**src/rtl/inlet_valve_sequencer.sv**
```systemverilog
// inlet_valve_sequencer: dispenses masked mixing-tree inlets in ascending order with dwell/settle timing.
// Optional macro INLET_FLUSH_EN adds a FLUSH phase of dwell cycles before DONE.
module inlet_valve_sequencer #(
    parameter int N_INPUTS      = 64,
    parameter int IDX_W         = 6,
    parameter int DWELL_W       = 16,
    parameter int SETTLE_CYCLES = 4
) (
    input  logic                clk,
    input  logic                rst,
    input  logic                start,
    input  logic                abort,
    input  logic [N_INPUTS-1:0] inlet_mask,
    input  logic [DWELL_W-1:0]  dwell,
    output logic [N_INPUTS-1:0] valve_open,
    output logic                out_valve,
    output logic                flush_valve,
    output logic                busy,
    output logic                done,
    output logic [IDX_W-1:0]    cur_index
);
`ifdef INLET_FLUSH_EN
    typedef enum logic [2:0] {IDLE, SELECT, DISPENSE, SETTLE, FLUSH, DONE} state_t;
    localparam state_t FIN = FLUSH;
`else
    typedef enum logic [2:0] {IDLE, SELECT, DISPENSE, SETTLE, DONE} state_t;
    localparam state_t FIN = DONE;
`endif
    state_t state, state_n;
    logic [N_INPUTS-1:0] mask_q, mask_n, pick;
    logic [DWELL_W-1:0]  dwell_q, dwell_n, cnt, cnt_n, d_eff;
    logic [IDX_W-1:0]    idx_n, first;
    // SELECT is resolved combinationally on the entering edge, so it never occupies a cycle
    always_comb begin
        pick  = (state == IDLE) ? inlet_mask : mask_q;
        d_eff = (state == IDLE) ? ((dwell == '0) ? DWELL_W'(1) : dwell) : dwell_q;
        first = '0;
        for (int i = N_INPUTS - 1; i >= 0; i--)
            if (pick[i]) first = IDX_W'(i);
    end
    always_comb begin
        state_n = state;
        mask_n  = mask_q;
        dwell_n = dwell_q;
        cnt_n   = cnt;
        idx_n   = cur_index;
        if (state != IDLE && abort) begin
            state_n = IDLE;
            mask_n  = '0;
            cnt_n   = '0;
        end else begin
            case (state)
                IDLE: if (start) begin
                    mask_n  = inlet_mask;
                    dwell_n = d_eff;
                    state_n = |pick ? DISPENSE : FIN;
                    idx_n   = |pick ? first : cur_index;
                    cnt_n   = d_eff - 1'b1;
                end
                DISPENSE: if (cnt == '0) begin
                    mask_n[cur_index] = 1'b0;
                    state_n = SETTLE;
                    cnt_n   = DWELL_W'(SETTLE_CYCLES - 1);
                end else cnt_n = cnt - 1'b1;
                SETTLE: if (cnt == '0) begin
                    state_n = |pick ? DISPENSE : FIN;
                    idx_n   = |pick ? first : cur_index;
                    cnt_n   = d_eff - 1'b1;
                end else cnt_n = cnt - 1'b1;
`ifdef INLET_FLUSH_EN
                FLUSH: begin
                    state_n = (cnt == '0) ? DONE : FLUSH;
                    cnt_n   = cnt - 1'b1;
                end
`endif
                default: state_n = IDLE;
            endcase
        end
    end
    always_ff @(posedge clk or posedge rst) begin
        if (rst) begin
            state      <= IDLE;
            mask_q     <= '0;
            dwell_q    <= '0;
            cnt        <= '0;
            valve_open <= '0;
            out_valve  <= 1'b0;
            busy       <= 1'b0;
            done       <= 1'b0;
            cur_index  <= '0;
        end else begin
            state      <= state_n;
            mask_q     <= mask_n;
            dwell_q    <= dwell_n;
            cnt        <= cnt_n;
            valve_open <= (state_n == DISPENSE) ? (N_INPUTS'(1) << idx_n) : '0;
            out_valve  <= (state_n == DISPENSE) || (state_n == SETTLE) || (state_n == FIN && FIN != DONE);
            busy       <= state_n != IDLE;
            done       <= state_n == DONE;
            cur_index  <= idx_n;
        end
    end
`ifdef INLET_FLUSH_EN
    always_ff @(posedge clk or posedge rst) begin
        if (rst) flush_valve <= 1'b0;
        else flush_valve <= state_n == FLUSH;
    end
`else
    assign flush_valve = 1'b0;
`endif
endmodule

```
**config.mk**
```make
export PLATFORM = sky130hd
export DESIGN_NAME = inlet_valve_sequencer
export DESIGN_NICKNAME = d
export VERILOG_FILES = /design/src/rtl/inlet_valve_sequencer.sv
export SDC_FILE = /design/constraint.sdc
export NUM_CORES = 1
export LEC_CHECK = 0
export BUFFER_PORTS_ARGS = -buffer_cell sky130_fd_sc_hd__buf_2
export CAP_MARGIN = 40
export CORE_ASPECT_RATIO = 1.5
export CORE_MARGIN = 1.5
export CORE_UTILIZATION = 40
export CTS_CLUSTER_SIZE = 12
export DETAILED_ROUTE_END_ITERATION = 8
export PLACE_DENSITY_LB_ADDON = 0.2
export SLEW_MARGIN = 5
export SYNTH_ARGS = -nofsm -noshare
export SYNTH_HDL_FRONTEND = slang
export SYNTH_SLANG_ARGS = --single-unit
```
**constraint.sdc**
```tcl
create_clock -name clk -period 6.6 [get_ports clk]
set_input_delay 0.33 -clock clk [delete_from_list [all_inputs] [get_ports clk]]
set_output_delay 0.33 -clock clk [all_outputs]
set_load 0.01 [all_outputs]
```
==> reports/qor.yml, run 1 <==
synth:
  synthTopCellsByCount: "nand2_1 (176), dfrtp_1 (172), o21ai_0 (130), a21oi_1 (102), nor3_1 (102)"
  syn_area_per_cell_um2: 8.27
  synth.area.top_cells: "dfrtp_1 (45%), nand2_1 (6.8%), o21ai_0 (6.7%)"
  synth_ff_type: "dfrtp_1"
  ys_seq_elements: 172
  synth_edf_count: 0
  yosys_warnings: 0
  synthesis.area_mm2: 0.00967
  synthDistinctLibCells: 75
  ys_seq_area_frac: 0.445
  synth-async-reset-ratio: 1.00
  synth_top_area_frac: 0.445
  syn_inst: 1169
  yosys.area.top_type: "dfrtp_1"
  synthesis.nets: 1255
  synth.most_common_cell: "nand2_1"
global_route:
  grt_max_degree: 69
  grt_antenna_before_repair: 0
  overflow: 0
  grt_pass1_vias: 9211
  grt_pass1_wl_um: 49300
  grt_use_total: 0.251
floorplan:
  die_w_um: 130
  die_area_mm2: 0.0251
  fp-row-count: 69
  start_util: 0.407
  coreArea_mm2: 0.0237
  die_h_um: 193
  io_pins: 158
timing:
  skew_ns: 0.0129
  min_period_ns: 4.51
  setup_violations: 0
  fmax_mhz: 222
  holdWs_ns: 0.116
  fin_crit_sh: 0.684
  worstMarginPinSlew_ns: 0.942
  hold_viol_final: 0
  slew_headroom: 0.367
  tns_ns: 0
  slew_violations: 0
  grt_setup_unrepaired: "false"
finish:
  drive_above_1_share: 0.179
  area_growth_pct: 18.6
  instances_no_fill: 1634
  num_antenna_cells: 0
  finalNetCount: 1388
power:
  ir_drop_v: 0.000230
  powerDensity_mw_per_mm2: 320
  leakage_nw: 5.38
  power.total_w: 0.00367
route:
  drc: 0
  wl_per_cell_um: 18.8
  vias: 9483
  dr.pass1.iters: 5
  avgViaCountPerCell: 5.80
  ant_nets: 0
  drtIter0Drc: 713
  routed_wl_um: 30700
critical_path:
  crit_type: "flip-flop to flip-flop"
  crit_fanout: 33
  reg2reg_setup_slack_ns: 2.09
  ff2ff_path_depth: 10
  critPathCaptureType: "flip-flop"
  worst_ep_required_time_ns: 6.94
  r2r_start: "state[0]"
  cp.arrival_ns: 4.86
  rr_endpoint: "valve_open[38]"
  critPathLaunchType: "flip-flop"
hold_path:
  worst_hold_path.num_cells: 3
  min-delay-start: "inlet_mask[20]"
  hold_path_class: "input pin to flip-flop"
  min_to: "mask_q[20]"
place:
  gp_congestion: 0.865
  hpwl_um: 22400
  port_buffers: 156
  placedCellCount: 1601
run_status:
  status: "completed"
clocking:
  post_cts.repair.setup_buffers: 0
  clk_path_buf_depth: 2
  root_buffer: "clkbuf_16"
  clk_latency_ns: 0.45
  cts_tree: "yes"
  clkSlewWorstSetupHoldPaths_ns: 0.08
  numClockSinks: 172
  cts_buffers: 17
  h-tree-depth: 4
run:
  drv_cap: 0
stage by stage:
| stage | utilization | setup slack [ns] | instance area (um2) |
|---|---|---|---|
| final | 0.483 | 2.09 | 11500 |
| after CTS | 0.483 | 2.06 | 11500 |
| after global placement | 0.450 | 2.26 | 10700 |
| after global routing | 0.483 | 1.59 | 11500 |
| after detailed placement | 0.455 | 2.08 | 10800 |
| after floorplan | - | 1.61 | 9670 |
how the worst max path moves through the flow:
stage	start	slack, ns	cells after the start	endpoint
after global routing	state[0]	1.59	10	valve_open[34]
after detailed placement	state[0]	2.08	10	valve_open[38]
after global placement	state[0]	2.26	10	valve_open[38]
after floorplan	rst	1.61	1	busy
final	state[0]	2.09	10	valve_open[38]
after CTS	state[0]	2.06	10	valve_open[38]
where the power goes:
group          leakage (nW)  internal [W]  switching, W
Combinational          2.79      0.000377      0.000760
Clock                 0.318      0.000619      0.000484
Sequential             2.27       0.00122      0.000210
Total                  5.38       0.00222       0.00145
cell type report:
type	count	area, um2
Clock buffer	17	425
Clock inverter	15	226
Fill cell	2356	12300
Inverter	33	129
Multi-Input combinational cell	900	5000
Sequential cell	172	4300
Tap cell	319	399
Timing Repair Buffer	178	981
registers in the layout, indices dropped and copies added, names as in the netlist:
signal	flops
valve_open	64
mask_q	64
cur_index	6
out_valve	1
done	1
dwell_q	16
cnt	16
busy	1
state	3
cell families after synthesis:
logic type	share of synthesized area
AO/OA/AOI/OAI	0.209
XOR/XNOR	0.0127
multiplexers	0.0245
adder cells (fa/ha/maj)	0.00259
other	0.000388
flip-flops	0.445
AND/OR/NAND/NOR	0.264
buffers and inverters	0.0419
repair_timing:
action,4_1_cts,5_1_grt
resized for setup,0,0
hold buffers,1,0
endpoints found under the hold margin,32,0
critical path: stages, from the launching register on:
cell and delay, ns:
dfrtp_1 0.45, or3_2 0.78, or4b_1 0.67, a2111oi_2 0.41, nand3_1 0.33, o21ai_2 0.39
mux2_4 0.35, a21oi_4 0.10, buf_4 0.33, inv_2 0.30, nor3_1 0.28
cells in the final DEF (no fill, tap or decap), types with 4 or more instances in the layout:
cell type    n
a2111oi_0    6
a211oi_1     8
a21oi_1    102
a22o_1       4
a22oi_1      6
a31oi_1      6
and3_1       9
buf_2      159
buf_4       16
clkbuf_16   17
clkinv_8     4
dfrtp_1    172
inv_1       27
inv_6        6
mux2i_1     21
nand2_1    175
nand2b_1     4
nand3_1     31
nand4_1      4
nor2_1      85
nor2b_1     11
nor3_1     100
nor3b_1      8
nor3b_2      5
nor4_1      43
o211ai_1     6
o21a_1       4
o21ai_0    130
o21bai_1     5
o221ai_1     4
o22ai_1      7
o31ai_1     11
o32ai_1      5
or3_1       11
or4_1       15
xnor2_1      6
xor2_1       8
routing by layer:
layer  routed length (um)  vias to the layer above  track usage  part of all wire
met5                    0                        -            0                 0
met4                 1300                        0        0.112             0.042
met3                 1580                       80       0.0401             0.052
met2                15600                      350        0.431              0.51
met1                12200                     4519        0.306              0.40
li1                     -                     4534            -                 -
No activity file was read; power rests on OpenSTA's default activity.
==> inputs of run 2 (changes only) <==
--- a/config.mk
+++ b/config.mk
@@ -5,6 +5,7 @@
 export SDC_FILE = /design/constraint.sdc
 export NUM_CORES = 1
 export LEC_CHECK = 0
+export ABC_AREA = 1
 export BUFFER_PORTS_ARGS = -buffer_cell sky130_fd_sc_hd__buf_2
 export CAP_MARGIN = 40
 export CORE_ASPECT_RATIO = 1.5
==> constraint.sdc (replaced) <==
create_clock -name clk -period 3.9 [get_ports clk]
set_input_delay 0.195 -clock clk [delete_from_list [all_inputs] [get_ports clk]]
set_output_delay 0.195 -clock clk [all_outputs]
set_load 0.01 [all_outputs]
==> reports/qor.yml, run 2 <==
timing:
  min_period_ns: 4.53
  setup_violations: 65
  worstMarginPinSlew_ns: 0.992
  fin_crit_sh: 1.16
  fmax_mhz: 221
  grt_setup_unrepaired: "true"
  hold_viol_final: 1
  finalWorstSetupSlack_ns: -0.630
  slew_violations: 0
  skew_ns: 0.00946
  holdWs_ns: -0.000357
  slew_headroom: 0.339
route:
  dr.pass1.iters: 5
  routed_wl_um: 31300
  wl_per_cell_um: 16.2
  ant_nets: 0
  vias: 9892
  drtIter0Drc: 586
  avgViaCountPerCell: 5.12
  drc: 0
floorplan:
  coreArea_mm2: 0.0258
  die_w_um: 135
  io_pins: 158
  die_area_mm2: 0.0271
  fp-row-count: 72
  start_util: 0.405
  die_h_um: 201
global_route:
  met3_usage: 0.0616
  grt_antenna_before_repair: 4
  grt.busiest_layer: "met2"
  grt_use_total: 0.240
  grt_pass1_wl_um: 50900
  overflow: 0
  grt_max_degree: 173
  grt_pass1_vias: 9717
  grtUsageMet2: 0.418
  grt_util_met1: 0.287
power:
  power.total_w: 0.0102
  ir_drop_v: 0.000593
  leakage_nw: 6.23
  powerDensity_mw_per_mm2: 800
finish:
  final_cell_mix: "nand2_1 (248), inv_1 (244), o21ai_0 (218)"
  instances_no_fill: 1931
  drive_above_1_share: 0.222
  layout_commonest_cell: "nand2_1"
  num_antenna_cells: 0
  finalNetCount: 1672
  area_growth_pct: 21.6
  top_regs: "mask_q: 64 flops, valve_open: 64 flops"
clocking:
  clkSlewWorstSetupHoldPaths_ns: 0.06
  clk_latency_ns: 0.44
  h-tree-depth: 4
  cts_tree: "yes"
  numClockSinks: 172
  root_buffer: "clkbuf_16"
  cts_buffers: 17
  clk_path_buf_depth: 2
critical_path:
  max_stage_delay_ns: 0.41
  critPathCaptureType: "flip-flop"
  ff2ff_path_depth: 61
  crit_fanout: 14
  cp_slowest_cell: "dfrtp_1"
  crit_type: "flip-flop to flip-flop"
  cp.arrival_ns: 4.89
  critPathLaunchType: "flip-flop"
  crit_top_cell: "nand2_1"
  worst_ep_required_time_ns: 4.26
synth:
  synth-xor-area-share: 0.0176
  synthesis.area_mm2: 0.0104
  syn_area_per_cell_um2: 7.39
  muxShareOfSynthArea: 0
  synthesis.nets: 1498
  synth-async-reset-ratio: 1.00
  ys_seq_area_frac: 0.412
  synth.most_common_cell: "nand2_1"
  ys_seq_elements: 172
  synth-compound-area-share: 0.224
  synthAdderAreaFrac: 0.00240
  synth_top_area_frac: 0.412
  synthDistinctLibCells: 51
  synthTopCellsByCount: "nand2_1 (254), inv_1 (246), o21ai_0 (221), dfrtp_1 (172), nor2_1 (109)"
  synth_top_family_by_area: "compound AO/OA/AOI/OAI gates"
  yosys.area_share.simple: 0.218
  yosys.area.top_type: "dfrtp_1"
  yosys_warnings: 0
  syn_inst: 1412
  synth.area.top_cells: "dfrtp_1 (41%), o21ai_0 (11%), nand2_1 (9.1%)"
  synth_ff_type: "dfrtp_1"
  synth_edf_count: 0
run:
  drv_cap: 0
run_status:
  violations: "negative hold slack, negative setup slack"
  status: "complete, but fails checks"
place:
  hpwl_um: 21700
  gp_congestion: 0.850
  placedCellCount: 1897
  port_buffers: 156
hold_path:
  hold_path_class: "input pin to async pin"
## run 2: changes by cell type in the layout (fill, tap and decap cells not counted), sizes merged, moves of 21 or more
cell    before  now
nor3       102   45
nand2      176  259
nor2        86  114
o211ai       6   63
mux2i       21    0
nor4        43    6
o21ai      132  231
buf        177  224
a21oi      103   76
inv         37  251
## run 2: report_power, final
part	internal [W]	leakage (nW)	switching [W]
Sequential	0.00226	2.29	0.000329
Clock	0.00104	0.292	0.000736
Combinational	0.00206	3.65	0.00373
## run 2: area by class of cell
type | instances | area (um2)
well taps | 333 | 417
repair buffers | 224 | 1370
flip-flops and latches | 172 | 4300
inverters | 254 | 957
clock inverters | 11 | 143
fillers | 2612 | 13100
clock buffers | 20 | 457
multi-input cells | 917 | 5050
## run 2: worst max-delay path: cells and delay by family, from the launching register on
family,cells,cell delay [ns]
AO/OA/AOI/OAI,1,0.25
AND/OR/NAND/NOR,57,3.32
flip-flops,1,0.41
buffers and inverters,3,0.46
## run 2: metrics by stage
step	TNS, ns	cell area, um2	util	setup slack, ns
6_report	-35.19	12700	0.493	-0.630
5_1_grt	-91.42	12700	0.493	-1.48
4_1_cts	-37.12	12600	0.490	-0.642
3_5_place_dp	-37.72	11900	0.464	-0.675
3_3_place_gp	-37.87	11900	0.464	-0.680
2_1_floorplan	-2.40	10500	-	-0.0718
## run 2: worst paths after layout
path / startpoint / endpoint / slack [ns]
hold reg to reg: dwell_q[6] / dwell_q[6] / 0.49
setup / recovery: state[2] / valve_open[38] / -0.63
max in group asynchronous: rst / mask_q[41] / 3.14
setup reg to reg: state[2] / valve_open[38] / -0.63
min in group clk: inlet_mask[10] / mask_q[10] / 0.03
hold / removal: rst / valve_open[51] / -0.0004
## run 2: what timing repair did
action,CTS,global route
buffers inserted,1,1
setup endpoints to repair,65,66
pin swaps,0,10
cloned,0,1
gates resized for setup,8,24
hold buffers,0,0
## run 2: kinds of logic (layout without fill, tap and decap cells)
| logic type | count (synthesis) | in the layout |
|---|---|---|
| fa+ha+maj | 2 | 2 |
| buf+inv | 324 | 509 |
| other cells | 1 | 1 |
| simple gates | 481 | 482 |
| flops | 172 | 172 |
| xor+xnor | 21 | 21 |
| compound gates | 411 | 411 |
## run 2: layer usage
layer / wire, um / part of all wire
met5: 31 / 0.00099
met4: 790 / 0.025
met3: 1730 / 0.055
met2: 15800 / 0.50
met1: 13000 / 0.41
==> inputs of run 3 (changes only) <==
--- a/config.mk
+++ b/config.mk
@@ -8,12 +8,14 @@
 export ABC_AREA = 1
 export BUFFER_PORTS_ARGS = -buffer_cell sky130_fd_sc_hd__buf_2
 export CAP_MARGIN = 40
+export CELL_PAD_IN_SITES_DETAIL_PLACEMENT = 1
+export CELL_PAD_IN_SITES_GLOBAL_PLACEMENT = 1
 export CORE_ASPECT_RATIO = 1.5
 export CORE_MARGIN = 1.5
-export CORE_UTILIZATION = 40
+export CORE_UTILIZATION = 38
 export CTS_CLUSTER_SIZE = 12
 export DETAILED_ROUTE_END_ITERATION = 8
-export PLACE_DENSITY_LB_ADDON = 0.2
+export PLACE_DENSITY_LB_ADDON = 0.1
 export SLEW_MARGIN = 5
 export SYNTH_ARGS = -nofsm -noshare
 export SYNTH_HDL_FRONTEND = slang
==> reports/qor.yml, run 3 (synthesis results as in run 2) <==
run_status:
  status: "complete, but fails checks"
  violations: "negative setup slack"
critical_path:
  cp_top_family: "simple AND/OR/NAND/NOR gates"
  cp.arrival_ns: 4.95
  critPathCaptureType: "flip-flop"
  cp_slowest_cell: "dfrtp_1"
  crit_top_cell: "nand2_1"
  crit_type: "flip-flop to flip-flop"
  max_stage_delay_ns: 0.42
  worst_ep_required_time_ns: 4.26
  crit_fanout: 9
  critPathLaunchType: "flip-flop"
  reg2reg_setup_slack_ns: -0.69
  path_buf_inv: 1
finish:
  instances_no_fill: 1963
  layout_commonest_cell: "nand2_1"
  finalNetCount: 1694
  num_antenna_cells: 0
  area_growth_pct: 24.4
  final_cell_mix: "nand2_1 (245), inv_1 (244), o21ai_0 (216)"
  top_regs: "mask_q: 64 flops, valve_open: 64 flops"
  drive_above_1_share: 0.238
route:
  vias: 10200
  ant_nets: 0
  avgViaCountPerCell: 5.20
  dr.pass1.iters: 4
  routed_wl_um: 34900
  drtIter0Drc: 427
  drc: 0
  wl_per_cell_um: 17.8
clocking:
  root_buffer: "clkbuf_16"
  cts_tree: "yes"
  clk_path_buf_depth: 2
  clkSlewWorstSetupHoldPaths_ns: 0.08
  numClockSinks: 172
  clk_latency_ns: 0.46
  cts_buffers: 17
  h-tree-depth: 4
power:
  leakage_nw: 6.38
  powerDensity_mw_per_mm2: 809
  ir_drop_v: 0.000381
  power.total_w: 0.0105
timing:
  worstMarginPinSlew_ns: 0.765
  setup_violations: 65
  grt_setup_unrepaired: "true"
  slew_violations: 0
  hold_viol_final: 0
  slew_headroom: 0.489
  fin_crit_sh: 1.18
  skew_ns: 0.0113
  fmax_mhz: 218
  min_period_ns: 4.59
  finalWorstSetupSlack_ns: -0.685
global_route:
  overflow: 0
  grt_pass1_vias: 10600
  grt_antenna_before_repair: 0
  grt_max_degree: 129
  grt_pass1_wl_um: 56300
  grt_use_total: 0.250
floorplan:
  io_pins: 158
  coreArea_mm2: 0.0271
  fp-row-count: 74
  start_util: 0.385
  die_w_um: 138
  die_h_um: 206
  die_area_mm2: 0.0285
place:
  port_buffers: 156
  pre_cts_ws_ns: -0.714
  gp_congestion: 0.833
  hpwl_um: 24400
  placedCellCount: 1922
run:
  drv_cap: 0
hold_path:
  hold_path_class: "input pin to flip-flop"
[run 3: changes by cell type in the layout (fill, tap and decap cells not counted), moves of 4 or more]
cell,change
buf_4,+14
clkinv_8,+5
inv_8,+5
dlygate4sd3_1,+4
buf_12,+4
nor3_2,+4
nor3_1,-4
[run 3: repair_timing]
item | CTS | global route
pin swaps | 0 | 7
setup endpoints to repair | 65 | 68
hold buffers | 4 | 0
buffers inserted | 1 | 4
gates resized for setup | 10 | 43
hold endpoints to repair | 20 | 0
[run 3: report_power, final]
part           switching [W]  internal (W)
sequential          0.000339       0.00226
clock               0.000885      0.000867
combinational        0.00394       0.00222
total                0.00517       0.00534
[run 3: cell type report]
| type | count | area (um2) |
|---|---|---|
| tap | 342 | 428 |
| clock buffer | 18 | 429 |
| multi-input combinational | 916 | 5090 |
| clock inverter | 14 | 169 |
| sequential | 172 | 4300 |
| timing repair buffer | 247 | 1610 |
| fill | 3467 | 14100 |
| inverter | 254 | 960 |
[run 3: worst reg2reg max path: cells and delay by family, from the launching register on]
kind / cells / cell delay [ns]
simple gates: 69 / 3.91
flops: 1 / 0.42
buf+inv: 1 / 0.13
[run 3: final timing paths]
kind                                start        endpoint  cells past startpoint
max                              state[2]  valve_open[21]                     70
min                        inlet_mask[51]      mask_q[51]                      3
max reg2reg                      state[2]  valve_open[21]                     70
min reg2reg                   dwell_q[14]     dwell_q[14]                      2
max in group asynchronous             rst      mask_q[42]                      4
min in group asynchronous             rst     dwell_q[10]                      3
[run 3: routing by layer]
layer  global-route usage  vias up  share of wire
met5                    0        -              0
met4               0.0842        0          0.023
met3               0.0345       37          0.032
met2                0.457      137           0.52
met1                0.302     5040           0.42
li1                     -     4994              -
[run 3: through the flow]
stage / area (um2) / utilization / TNS (ns) / hold slack [ns]
final: 13000 / 0.479 / -38.89 / 0.0215
after global routing: 13000 / 0.479 / -103.93 / 0.0200
after CTS: 12800 / 0.472 / -43.81 / 0.00167
after detailed placement: 12100 / 0.447 / -42.01 / 0.245
after global placement: 12100 / 0.447 / -34.31 / 0.244
after floorplan: 10500 / - / -2.40 / 0.356
